### src/rtl/ip_scc_sound_pkg.sv
// rtl/ip_scc_sound_pkg.sv - shared widths, constants and ramp state type for the SCC sound DAC
// Purpose: common definitions imported by ip_scc_sound_dac and ip_scc_dsm.
// Ports: none (package).
package ip_scc_sound_pkg;

  localparam int IN_W  = 11;
  localparam int OUT_W = 12;
  localparam int ACC_W = 13;

  localparam logic [11:0] PCM_MID = 12'h800;
  localparam int          SAT_MAX = 2047;
  localparam int          SAT_MIN = -2048;

  typedef enum logic [1:0] {
    IDLE,
    UP,
    DOWN
  } ramp_state_t;

endpackage

### src/rtl/ip_scc_dsm.sv
// rtl/ip_scc_dsm.sv - first-order delta-sigma modulator for the SCC audio pin
// Purpose: turns offset-binary PCM into a 1-bit stream whose density of ones
//   equals pcm_in/4096; runs every clk.
// Ports:
//   clk      in   system clock
//   n_reset  in   synchronous active-low reset
//   pcm_in   in   unsigned offset-binary PCM
//   dac_out  out  bit stream (carry of the accumulator add)
module ip_scc_dsm
  import ip_scc_sound_pkg::*;
(
  input  logic             clk,
  input  logic             n_reset,
  input  logic [OUT_W-1:0] pcm_in,
  output logic             dac_out
);

  logic [ACC_W-1:0] acc;

  // The top bit of acc holds the carry of the previous add; only the low
  // bits recirculate, so acc[ACC_W-1] is the registered output bit.
  always_ff @(posedge clk) begin
    if (!n_reset) begin
      acc <= '0;
    end else begin
      acc <= {1'b0, acc[ACC_W-2:0]} + {1'b0, pcm_in};
    end
  end

  assign dac_out = acc[ACC_W-1];

endmodule

### src/rtl/ip_scc_sound_dac.sv
// rtl/ip_scc_sound_dac.sv - ramped-volume SCC sound stage with saturation and delta-sigma output
// Purpose: scales the SCC sample by a ramped gain, saturates to OUT_W bits,
//   offsets to unsigned PCM and drives a delta-sigma audio bit.
// Optional: define SCC_SOUND_DCCUT_EN to insert a one-pole DC blocker after
//   saturation (adds one cycle of latency).
// Ports:
//   clk          in   system clock
//   n_reset      in   synchronous active-low reset
//   mclk_pcen_n  in   sample enable, active-low
//   sound_in     in   signed sample from SCC
//   volume       in   target gain 0..15 (4 = unity)
//   mute         in   forces target gain to 0, ramped
//   pcm_out      out  offset-binary PCM
//   clip         out  last sample saturated
//   ramp_busy    out  current gain differs from target
//   dac_out      out  delta-sigma bit stream
module ip_scc_sound_dac #(
  parameter int IN_W       = ip_scc_sound_pkg::IN_W,
  parameter int OUT_W      = ip_scc_sound_pkg::OUT_W,
  parameter int GAIN_SHIFT = 2
) (
  input  logic                   clk,
  input  logic                   n_reset,
  input  logic                   mclk_pcen_n,
  input  logic signed [IN_W-1:0] sound_in,
  input  logic [3:0]             volume,
  input  logic                   mute,
  output logic [OUT_W-1:0]       pcm_out,
  output logic                   clip,
  output logic                   ramp_busy,
  output logic                   dac_out
);

  import ip_scc_sound_pkg::*;

  localparam int P_W = IN_W + 4;

  function automatic logic [OUT_W-1:0] to_offset(input logic signed [OUT_W-1:0] x);
    return {~x[OUT_W-1], x[OUT_W-2:0]};
  endfunction

  logic        se;
  logic [3:0]  tgt;
  ramp_state_t state, state_nxt;
  logic [3:0]  cur_gain, gain_nxt;

  assign se  = !mclk_pcen_n;
  assign tgt = mute ? 4'd0 : volume;

  // Direction is re-derived from the comparison on every sample, so a target
  // change mid-ramp turns the ramp around without overshooting.
  always_comb begin
    state_nxt = state;
    gain_nxt  = cur_gain;
    if (se) begin
      if (cur_gain < tgt) begin
        gain_nxt  = cur_gain + 4'd1;
        state_nxt = (cur_gain + 4'd1 == tgt) ? IDLE : UP;
      end else if (cur_gain > tgt) begin
        gain_nxt  = cur_gain - 4'd1;
        state_nxt = (cur_gain - 4'd1 == tgt) ? IDLE : DOWN;
      end else begin
        state_nxt = IDLE;
      end
    end
  end

  logic signed [IN_W-1:0] s0;
  logic [3:0]             g0;
  logic                   v0, v1;
  logic signed [P_W-1:0]  p;

  // g0 captures the gain in force before this sample's ramp step.
  always_ff @(posedge clk) begin
    if (!n_reset) begin
      state     <= IDLE;
      cur_gain  <= '0;
      ramp_busy <= 1'b0;
      s0        <= '0;
      g0        <= '0;
      v0        <= 1'b0;
      v1        <= 1'b0;
      p         <= '0;
    end else begin
      state     <= state_nxt;
      cur_gain  <= gain_nxt;
      ramp_busy <= (cur_gain != tgt);
      v0        <= se;
      v1        <= v0;
      if (se) begin
        s0 <= sound_in;
        g0 <= cur_gain;
      end
      if (v0) begin
        p <= P_W'(s0) * P_W'($signed({1'b0, g0}));
      end
    end
  end

  logic signed [P_W-1:0]   q_full;
  logic                    sat_hi, sat_lo;
  logic signed [OUT_W-1:0] q_sat;

  assign q_full = p >>> GAIN_SHIFT;
  assign sat_hi = q_full > P_W'(SAT_MAX);
  assign sat_lo = q_full < P_W'(SAT_MIN);
  assign q_sat  = sat_hi ? OUT_W'(SAT_MAX) :
                  sat_lo ? OUT_W'(SAT_MIN) : q_full[OUT_W-1:0];

`ifdef SCC_SOUND_DCCUT_EN
  localparam int Y_W = OUT_W + 3;

  logic                    v2, clip2;
  logic signed [OUT_W-1:0] x_cur, x_prev, y_prev, y_sat;
  logic signed [Y_W-1:0]   y_full;
  logic                    y_hi, y_lo;

  // y = x - x_prev + y_prev - y_prev/256: pole just inside z=1.
  assign y_full = Y_W'(x_cur) - Y_W'(x_prev) + Y_W'(y_prev) - Y_W'(y_prev >>> 8);
  assign y_hi   = y_full > Y_W'(SAT_MAX);
  assign y_lo   = y_full < Y_W'(SAT_MIN);
  assign y_sat  = y_hi ? OUT_W'(SAT_MAX) :
                  y_lo ? OUT_W'(SAT_MIN) : y_full[OUT_W-1:0];

  always_ff @(posedge clk) begin
    if (!n_reset) begin
      v2      <= 1'b0;
      clip2   <= 1'b0;
      x_cur   <= '0;
      x_prev  <= '0;
      y_prev  <= '0;
      pcm_out <= PCM_MID;
      clip    <= 1'b0;
    end else begin
      v2 <= v1;
      if (v1) begin
        x_cur <= q_sat;
        clip2 <= sat_hi | sat_lo;
      end
      if (v2) begin
        x_prev  <= x_cur;
        y_prev  <= y_sat;
        pcm_out <= to_offset(y_sat);
        clip    <= clip2 | y_hi | y_lo;
      end
    end
  end
`else
  always_ff @(posedge clk) begin
    if (!n_reset) begin
      pcm_out <= PCM_MID;
      clip    <= 1'b0;
    end else if (v1) begin
      pcm_out <= to_offset(q_sat);
      clip    <= sat_hi | sat_lo;
    end
  end
`endif

  ip_scc_dsm u_dsm (
    .clk     (clk),
    .n_reset (n_reset),
    .pcm_in  (pcm_out),
    .dac_out (dac_out)
  );

endmodule

### config.mk
export PLATFORM = sky130hd
export DESIGN_NAME = ip_scc_sound_dac
export DESIGN_NICKNAME = d
export VERILOG_FILES = /design/src/rtl/ip_scc_sound_pkg.sv /design/src/rtl/ip_scc_dsm.sv /design/src/rtl/ip_scc_sound_dac.sv
export SDC_FILE = /design/constraint.sdc
export NUM_CORES = 1
export LEC_CHECK = 0
export BUFFER_PORTS_ARGS = -buffer_cell sky130_fd_sc_hd__buf_2
export CORE_MARGIN = 3
export CORE_UTILIZATION = 55
export CTS_BUF_LIST = sky130_fd_sc_hd__clkbuf_8 sky130_fd_sc_hd__clkbuf_16
export CTS_CLUSTER_DIAMETER = 200
export DETAILED_ROUTE_END_ITERATION = 6
export PLACE_DENSITY_LB_ADDON = 0.08
export SETUP_SLACK_MARGIN = 0.02
export SKIP_LAST_GASP = 1
export SYNTH_ARGS = -nofsm -noshare
export SYNTH_HDL_FRONTEND = slang
export SYNTH_SLANG_ARGS = --single-unit
### constraint.sdc
create_clock -name clk -period 10.1 [get_ports clk]
set_input_delay 0.505 -clock clk [delete_from_list [all_inputs] [get_ports clk]]
set_output_delay 0.505 -clock clk [all_outputs]
set_load 0.01 [all_outputs]
==> run_results.csv, run 1 <==
group,metric,value,unit
run_status,status,"complete, no violations",
floorplanning,pin_count,34,
synth,synth_edf_count,0,
clock_network,clkLatencyLatePin,340,ps
setup_path,end_kind,"flop",
floorplanning,dieArea,8770,um2
setup_path,slowest_delay,540,ps
clock_network,cts_made_buffers,9,
timing,fin_ws,6610,ps
floorplanning,initial_utilization,57.3,%
clock_network,cts-root-buf,"clkbuf_8",
setup_path,cp_slowest_cell,"fa_1",
clock_network,cts_setup_buffers,0,
clock_network,cts_resized,0,
synth,synth_area,4220,um2
drt,wl_per_cell,12.8,um
placed_design,dp_hpwl,6110,um
synth,synth_flop_cell,"dfxtp_1",
drt,drt_pass1_iterations,4,
drt,via_per_inst,5.22,
grt,grt_max_degree,35,
timing,fin_setup_tns,0,ps
grt,first_global_vias,3153,
synth,synth_area_leaders,"dfxtp_1 29%, ha_1 13%, fa_1 11%, mux2i_1 5.7%, and2_1 4.7%",
clock_network,htree_levels,3,
synth,ys_seq_elements,61,
timing,slew_headroom,30.7,%
clock_network,ctsHoldBuffers,0,
floorplanning,chipWidth,93.6,um
drt,drt_iter0_markers,64,
drt,drc_errors,0,
setup_path,worst_setup_path_start_kind,"flop",
placed_design,post-place-ws,6580,ps
timing,tightestPinTransition,1030,ps
pwr,pwr_density_cell,149,nW/um2
worst_hold_path,worstHoldPathType,"input port to flop",
pwr,leakagePower,2.27,nW
floorplanning,fp-row-count,31,
finish,drive_above_1_share,10.3,%
drt,wl,7860,um
clock_network,cts.sinks,61,
synth,async_flop_share,0,%
timing,slew_viol_final,0,
drt,vias,3197,
clock_network,clock_path_buffers,2,
finish,final_nets,596,
setup_path,arrival,3710,ps
timing,finalCritPeriodShare,34.6,%
clock_network,cts.clk_slew.worst_paths,70,ps
synth,synth_fp_nets,569,
synth,synth_top_area_share,28.9,%
placed_design,port_buffers,33,
drt,drtAntennaViolNets,0,
finish,num_antenna_cells,0,
grt,overflow,0,
synth,syn_area_per_cell,8.76,um2
grt,grt_pass1_wl,14200,um
setup_path,path_cells,"and2_1 > ha_1 > inv_1 > fa_1 > inv_1 > fa_1 > ha_1 > a211oi_1 > nor2_2 > a41oi_2 > o31ai_2 > xnor2_1 > a21oi_1",
grt,grt_antenna_before_repair,0,
clock_network,cts_tree,"done",
floorplanning,die_h,93.6,um
synth,ys_seq_area_share,28.9,%
finish,area_growth,11.5,%
timing,post-route-min-period,3490,ps
synth,yosysUniqueCellTypes,39,
synth,yosys_warnings,0,
setup_path,rrSetupSlack,6610,ps
setup_path,critical_path_class,"flop to flop",
synth,syn_inst,482,
finish,final_common_cell,"dfxtp_1",
timing,fin_skew,9.30,ps
finish,mostFrequentLayoutCells,"61 x dfxtp_1, 47 x inv_1, 44 x ha_1",
timing,max_freq,0.286,GHz
run,drv_cap,0,
timing,final-setup-viol-count,0,
pwr,ir_drop,106,uV
placed_design,gp_congestion,0.821,
setup_path,path_max_fanout,12,
grt,grt_usage,20.4,%
floorplanning,core_area,7370,um2
timing,grt_setup_unrepaired,"false",
synth,synth_top_area_cell,"dfxtp_1",
finish,fillers,652,
timing,hold_violations,0,
setup_path,crit_required,10320,ps
-- metal layers --
| metal | track usage [%] | share of wire (%) |
|---|---|---|
| met1 | 26.4 | 48 |
| met5 | 0 | 0 |
| met4 | 6.14 | 1.4 |
| met2 | 33.7 | 47 |
| met3 | 5.07 | 4.0 |
-- final cells by class --
cell class,count,area [um2],share of cell area [%]
inverters,47,176,3.75
flip-flops and latches,61,1220,25.9
clock buffers,10,138,2.92
repair buffers,33,165,3.51
multi-input cells,357,2760,58.6
clock inverters,5,124,2.63
well taps,99,124,2.63
-- critical path, delay by kind of cell (launching register included) --
family          cells  cell delay (ps)
compound gates      4              770
fa+ha+maj           4             1640
xor+xnor            1              170
flops               1              400
buf+inv             2              110
simple gates        2              280
-- report_power, final --
group	internal, mW	leakage [nW]	total [mW]	switching, mW
clock	0.193	0.134	0.289	0.0951
sequential	0.260	0.499	0.283	0.0229
combinational	0.0612	1.63	0.131	0.0696
-- state kept, by name (all words and copies together), names as in the netlist, 4 cells and up --
register and count:
cur_gain 4, g0 4, p 13, pcm_out 12, s0 11, u_dsm.acc 13
-- kinds of logic after synthesis --
| kind of cell | count (synthesis) | share of synthesized area (%) |
|---|---|---|
| DFF | 61 | 28.9 |
| and+or+nand+nor | 145 | 16.6 |
| AOI/OAI and AO/OA | 100 | 14.5 |
| adders and majority gates | 68 | 24.4 |
| buffers and inverters | 64 | 5.75 |
| muxes | 24 | 5.69 |
| xor gates and xnor gates | 20 | 4.15 |
-- cells in the mapped netlist (all sizes together) (3+ instances only) --
master	n
dfxtp	61
inv	46
ha	44
nand2	42
o21ai	41
nor2	38
and2	32
fa	24
mux2i	24
a21oi	19
clkbuf	15
xnor2	15
a31oi	10
a21o	9
nor3	8
a211oi	7
nand2b	7
o21a	6
xor2	5
nand3	4
nor2b	4
nand4	3
o21bai	3
-- worst paths after layout --
check               from    end  depth (start not counted)
max                g0[3]  p[14]                         13
min          sound_in[9]  s0[9]                          3
max reg2reg        g0[3]  p[14]                         13
min reg2reg         p[4]   p[4]                          2
-- per-stage QoR --
step | util, % | instance area [um2] | hold WS, ps | power (mW) | cells
after CTS | 63.9 | 4710 | 373 | 0.712 | 612
final | 63.9 | 4710 | 385 | 0.702 | 612
after global placement | 60.3 | 4450 | 481 | 0.415 | 597
after global routing | 63.9 | 4710 | 389 | 0.750 | 612
after floorplan | - | 4220 | 442 | 0.387 | 482
after detailed placement | 60.3 | 4450 | 482 | 0.420 | 597
Note: power is estimated with default switching activity, not from simulation.
==> inputs of run 2 (changes only) <==
==> constraint.sdc (replaced) <==
create_clock -name clk -period 3.2 [get_ports clk]
set_input_delay 0.16 -clock clk [delete_from_list [all_inputs] [get_ports clk]]
set_output_delay 0.16 -clock clk [all_outputs]
set_load 0.01 [all_outputs]
==> run 2 against run 1 <==
Effect of this change:
- the run now ends with setup timing left
- clock-buffer cell count is the same
- maximum frequency grew 9.2%
- final cell count grew 5.9%
- critical path depth grew 2
- worst setup slack lost 6600 ps
- via count grew 6.4%
- clock skew grew 3.3 ps
- largest cell class unchanged
- global-route usage grew 1.6 points
==> run_results.csv, run 2 (synthesis results as in run 1) <==
group,metric,value,unit
finish,final_common_cell,"dfxtp_1",
timing,finalCritPeriodShare,100,%
finish,final_nets,631,
worst_hold_path,worstHoldStart,"sound_in[6]",
timing,hold_violations,0,
finish,num_antenna_cells,0,
grt,busiest_layer,"met2",
grt,use_met3,4.51,%
timing,post-route-min-period,3200,ps
drt,wl,8880,um
floorplanning,die_h,93.6,um
finish,area_growth,23.3,%
run_status,violations,"setup timing",
setup_path,r2r_start,"g0[2]",
timing,tightestPinTransition,592,ps
pwr,pwr_density_cell,397,nW/um2
clock_network,clock_path_buffers,2,
setup_path,path_cells,"buf_6 > and2_4 > ha_4 > inv_2 > fa_1 > inv_1 > fa_1 > ha_4 > a21oi_4 > o21ai_2 > a41oi_2 > buf_4 > o21ai_2 > xnor2_1 > o21ai_1",
timing,slew_viol_final,0,
drt,drc_errors,0,
placed_design,port_buffers,33,
drt,drt_pass1_iterations,4,
finish,largestRegisters,"p (13), u_dsm.acc (13), pcm_out (12)",
setup_path,arrival,3430,ps
pwr,ir_drop,264,uV
drt,vias,3403,
pwr,total_power,2.07,mW
drt,drt_iter0_markers,71,
timing,slew_headroom,60.5,%
floorplanning,pin_count,34,
floorplanning,chipWidth,93.6,um
timing,max_freq,0.312,GHz
grt,grt_pass1_wl,15400,um
timing,grt_setup_unrepaired,"true",
setup_path,slowest_delay,520,ps
clock_network,clkLatencyLatePin,340,ps
floorplanning,dieArea,8770,um2
grt,grt_max_degree,30,
timing,fin_skew,12.6,ps
clock_network,cts_made_buffers,9,
setup_path,end_kind,"flop",
worst_hold_path,worstHoldPathType,"input port to flop",
grt,met1_usage,26.2,%
floorplanning,fp-row-count,31,
setup_path,path_max_fanout,7,
finish,drive_above_1_share,23.9,%
timing,fin_ws,-1.82,ps
setup_path,rrSetupSlack,-2,ps
finish,mostFrequentLayoutCells,"59 x dfxtp_1, 43 x inv_1, 41 x nand2_1",
placed_design,placed_area,4700,um2
grt,use_met2,39.7,%
drt,via_per_inst,5.25,
finish,fin_area,5200,um2
clock_network,htree_levels,3,
timing,final-setup-viol-count,1,
run_status,status,"finished with violations",
run,drv_cap,0,
drt,drtAntennaViolNets,0,
setup_path,crit_start,"g0[2]",
setup_path,crit_required,3430,ps
drt,wl_per_cell,13.7,um
placed_design,dp_hpwl,6340,um
clock_network,cts.clk_slew.worst_paths,70,ps
floorplanning,initial_utilization,57.3,%
grt,grt_usage,22.0,%
setup_path,cp_slowest_cell,"fa_1",
setup_path,critical_path_class,"flop to flop",
grt,overflow,0,
placed_design,gp_congestion,0.881,
grt,first_global_vias,3449,
clock_network,cts.sinks,61,
clock_network,cts-root-buf,"clkbuf_8",
grt,grt_antenna_before_repair,0,
clock_network,cts_tree,"done",
pwr,leakagePower,2.40,nW
floorplanning,core_area,7370,um2
setup_path,worst_setup_path_start_kind,"flop",
## run 2: changes by cell type in the layout (fill, tap and decap cells not counted), sizes merged
cell,previous run,this run
bufinv,4,1
inv,47,48
clkinv,1,3
buf,33,68
clkinvlp,0,1
## run 2: repair_timing
item / CTS / global route
endpoints found under the setup margin: 8 / 8
hold buffers: 0 / 0
setup buffers: 8 / 1
pin swaps: 33 / 22
gates resized for setup: 35 / 18
gates cloned: 0 / 0
## run 2: per-layer routing
metal  share of wire (%)  wire (um)  up-vias
li1                    -          -     1748
met1                  45       3990     1597
met2                  51       4490       46
met3                 3.2        283       12
met4                 1.4        121        0
met5                   0          0        -
## run 2: final cells by class
| cell class | count | area [um2] |
|---|---|---|
| multi-input cells | 357 | 3040 |
| well taps | 99 | 124 |
| clock buffers | 10 | 138 |
| clock inverters | 6 | 55.1 |
| fillers | 600 | 2160 |
| repair buffers | 68 | 439 |
| inverters | 47 | 176 |
| flip-flops and latches | 61 | 1230 |
## run 2: power breakdown
part | internal (mW) | total (mW) | switching (mW) | leakage, nW
sequential | 0.820 | 0.891 | 0.0702 | 0.501
combinational | 0.239 | 0.498 | 0.259 | 1.79
clock | 0.373 | 0.681 | 0.308 | 0.105
## run 2: worst max-delay path, delay by kind of cell (launching register included)
family	cells	cell delay, ps
AOI/OAI and AO/OA	5	560
xor gates and xnor gates	1	150
adders and majority gates	4	1500
buffers and inverters	4	370
DFF	1	370
and+or+nand+nor	1	140
## run 2: path summary, 6_finish.rpt
check                             end  depth (start not counted)
worst max-delay path            p[12]                         15
worst min-delay path            s0[6]                          3
worst min register to register  p[11]                          2
worst max register to register  p[12]                         15
## run 2: metrics by stage
step | utilization, % | setup TNS, ps | setup WS [ps] | hold slack (ps) | cells
after floorplan | - | 0 | 17.5 | 304 | 482
after global placement | 63.8 | -95.5 | -55.4 | 391 | 623
after detailed placement | 63.8 | -329 | -114 | 397 | 623
after CTS | 69.3 | 0 | 23.2 | 35.0 | 647
after global routing | 70.6 | -508 | -117 | 46.1 | 648
final | 70.6 | -1.82 | -1.82 | 39.6 | 648
==> inputs of run 3 (changes only) <==
--- a/config.mk
+++ b/config.mk
@@ -6,9 +6,10 @@
 export NUM_CORES = 1
 export LEC_CHECK = 0
 export BUFFER_PORTS_ARGS = -buffer_cell sky130_fd_sc_hd__buf_2
+export CAP_MARGIN = 30
 export CORE_MARGIN = 3
 export CORE_UTILIZATION = 55
-export CTS_BUF_LIST = sky130_fd_sc_hd__clkbuf_8 sky130_fd_sc_hd__clkbuf_16
+export CTS_BUF_LIST = sky130_fd_sc_hd__clkbuf_4 sky130_fd_sc_hd__clkbuf_8
 export CTS_CLUSTER_DIAMETER = 200
 export DETAILED_ROUTE_END_ITERATION = 6
 export PLACE_DENSITY_LB_ADDON = 0.08
==> run 3 against run 2 <==
Effect of this change:
- clock power grew 3.4%
- critical path depth stayed put
- clock skew about the same
- the flow still finishes with violations (setup timing)
- sequential power about the same
- largest power group unchanged
- highest routed layer unchanged
==> run_results.csv, run 3 (synthesis results as in run 1) <==
group,metric,value,unit
run_status,status,"finished with violations",
run_status,violations,"setup timing",
finish,final_common_cell,"dfxtp_1",
timing,post-route-min-period,3200,ps
drt,drc_errors,0,
grt,grt_max_degree,30,
placed_design,gp_congestion,0.881,
setup_path,r2r_start,"g0[2]",
setup_path,critical_path_class,"flop to flop",
placed_design,port_buffers,33,
grt,first_global_vias,3465,
timing,slew_viol_final,0,
clock_network,htree_levels,3,
clock_network,clock_path_buffers,2,
timing,slew_headroom,60.1,%
timing,fin_ws,-1.11,ps
grt,grt_usage,22.1,%
drt,drt_pass1_iterations,4,
setup_path,worst_setup_path_start_kind,"flop",
pwr,ir_drop,264,uV
floorplanning,chipWidth,93.6,um
finish,area_growth,23.4,%
run,drv_cap,0,
floorplanning,dieArea,8770,um2
placed_design,dp_hpwl,6340,um
worst_hold_path,min_to,"s0[6]",
setup_path,r2r_cells,15,
setup_path,end_kind,"flop",
grt,grt_pass1_wl,15400,um
drt,wl,8900,um
worst_hold_path,hold_depth,3,
pwr,leakagePower,2.40,nW
clock_network,cts.clk_slew.worst_paths,70,ps
timing,tightestPinTransition,597,ps
timing,max_freq,0.312,GHz
floorplanning,pin_count,34,
floorplanning,core_area,7370,um2
finish,final_nets,631,
clock_network,cts_tree,"done",
worst_hold_path,worstHoldStart,"sound_in[6]",
pwr,pwr_density_cell,401,nW/um2
clock_network,cts_made_buffers,9,
setup_path,crit_required,3430,ps
drt,drt_iter0_markers,79,
finish,drive_above_1_share,24.2,%
timing,final-setup-viol-count,1,
grt,grt_antenna_before_repair,0,
drt,wl_per_cell,13.7,um
grt,overflow,0,
timing,hold_violations,0,
timing,finalCritPeriodShare,100,%
floorplanning,die_h,93.6,um
drt,via_per_inst,5.27,
pwr,total_power,2.09,mW
setup_path,path_max_fanout,7,
setup_path,arrival,3430,ps
floorplanning,initial_utilization,57.3,%
timing,whs,38.1,ps
finish,largestRegisters,"p (13), u_dsm.acc (13), pcm_out (12)",
drt,drtAntennaViolNets,0,
setup_path,rrSetupSlack,-1,ps
drt,vias,3416,
clock_network,cts-root-buf,"clkbuf_8",
timing,fin_skew,12.5,ps
clock_network,clkLatencyLatePin,350,ps
finish,mostFrequentLayoutCells,"59 x dfxtp_1, 41 x inv_1, 41 x nand2_1",
setup_path,reg2reg_to,"p[12]",
worst_hold_path,worstHoldPathType,"input port to flop",
finish,num_antenna_cells,0,
timing,grt_setup_unrepaired,"true",
floorplanning,fp-row-count,31,
finish,fillers,597,
clock_network,cts.sinks,61,
-- run 3: layout make-up --
type	instances	area (um2)	share of cell area, %
clock buffer	12	153	2.93
timing repair buffer	68	439	8.43
sequential	61	1230	23.6
inverter	47	176	3.38
tap	99	124	2.38
clock inverter	4	47.5	0.912
multi-input combinational	357	3040	58.4
-- run 3: routing by layer --
metal  vias to the layer above  GRT usage (%)  part of all wire [%]
li1                       1747              -                     -
met1                      1603           26.3                    45
met2                        52           39.9                    50
met3                        14           4.51                   3.3
met4                         0           6.38                   1.6
met5                         -              0                     0
-- run 3: report_power, final --
part	switching, mW	internal, mW	leakage, nW	total, mW
Combinational	0.259	0.239	1.79	0.497
Clock	0.308	0.396	0.103	0.704
Sequential	0.0704	0.820	0.501	0.891
-- run 3: critical path: stages, from the launching register on --
cell     delay (ps)
dfxtp_4         370
buf_6           130
and2_4          140
ha_4            250
inv_2            30
fa_1            520
inv_1            50
fa_1            510
ha_4            220
a21oi_4         130
o21ai_2          80
a41oi_2         230
buf_4           160
o21ai_2          50
xnor2_1         150
o21ai_1          70
-- run 3: worst max-delay path by stage --
stage / startpoint / end / cells past startpoint
2_1_floorplan: g0[3] / p[12] / 14
3_3_place_gp: g0[2] / p[14] / 13
3_5_place_dp: g0[2] / p[14] / 13
4_1_cts: g0[2] / p[14] / 13
5_1_grt: g0[2] / p[12] / 15
6_report: g0[2] / p[12] / 15
-- run 3: through the flow --
stage / area (um2) / instances / TNS [ps] / utilization (%) / setup WS (ps)
final: 5210 / 648 / -1.11 / 70.7 / -1.11
after global placement: 4700 / 623 / -95.5 / 63.8 / -55.4
after detailed placement: 4700 / 623 / -329 / 63.8 / -114
after global routing: 5210 / 648 / -508 / 70.7 / -117
after CTS: 5110 / 647 / 0 / 69.4 / 23.2
after floorplan: 4290 / 482 / 0 / - / 17.5
-- run 3: repair_timing --
action                     CTS  global route
setup endpoints to repair    8             8
cloned                       0             0
pin swaps                   33            22
buffers inserted             8             1
hold endpoints to repair     0             0
hold buffers                 0             0
resized for setup           35            18
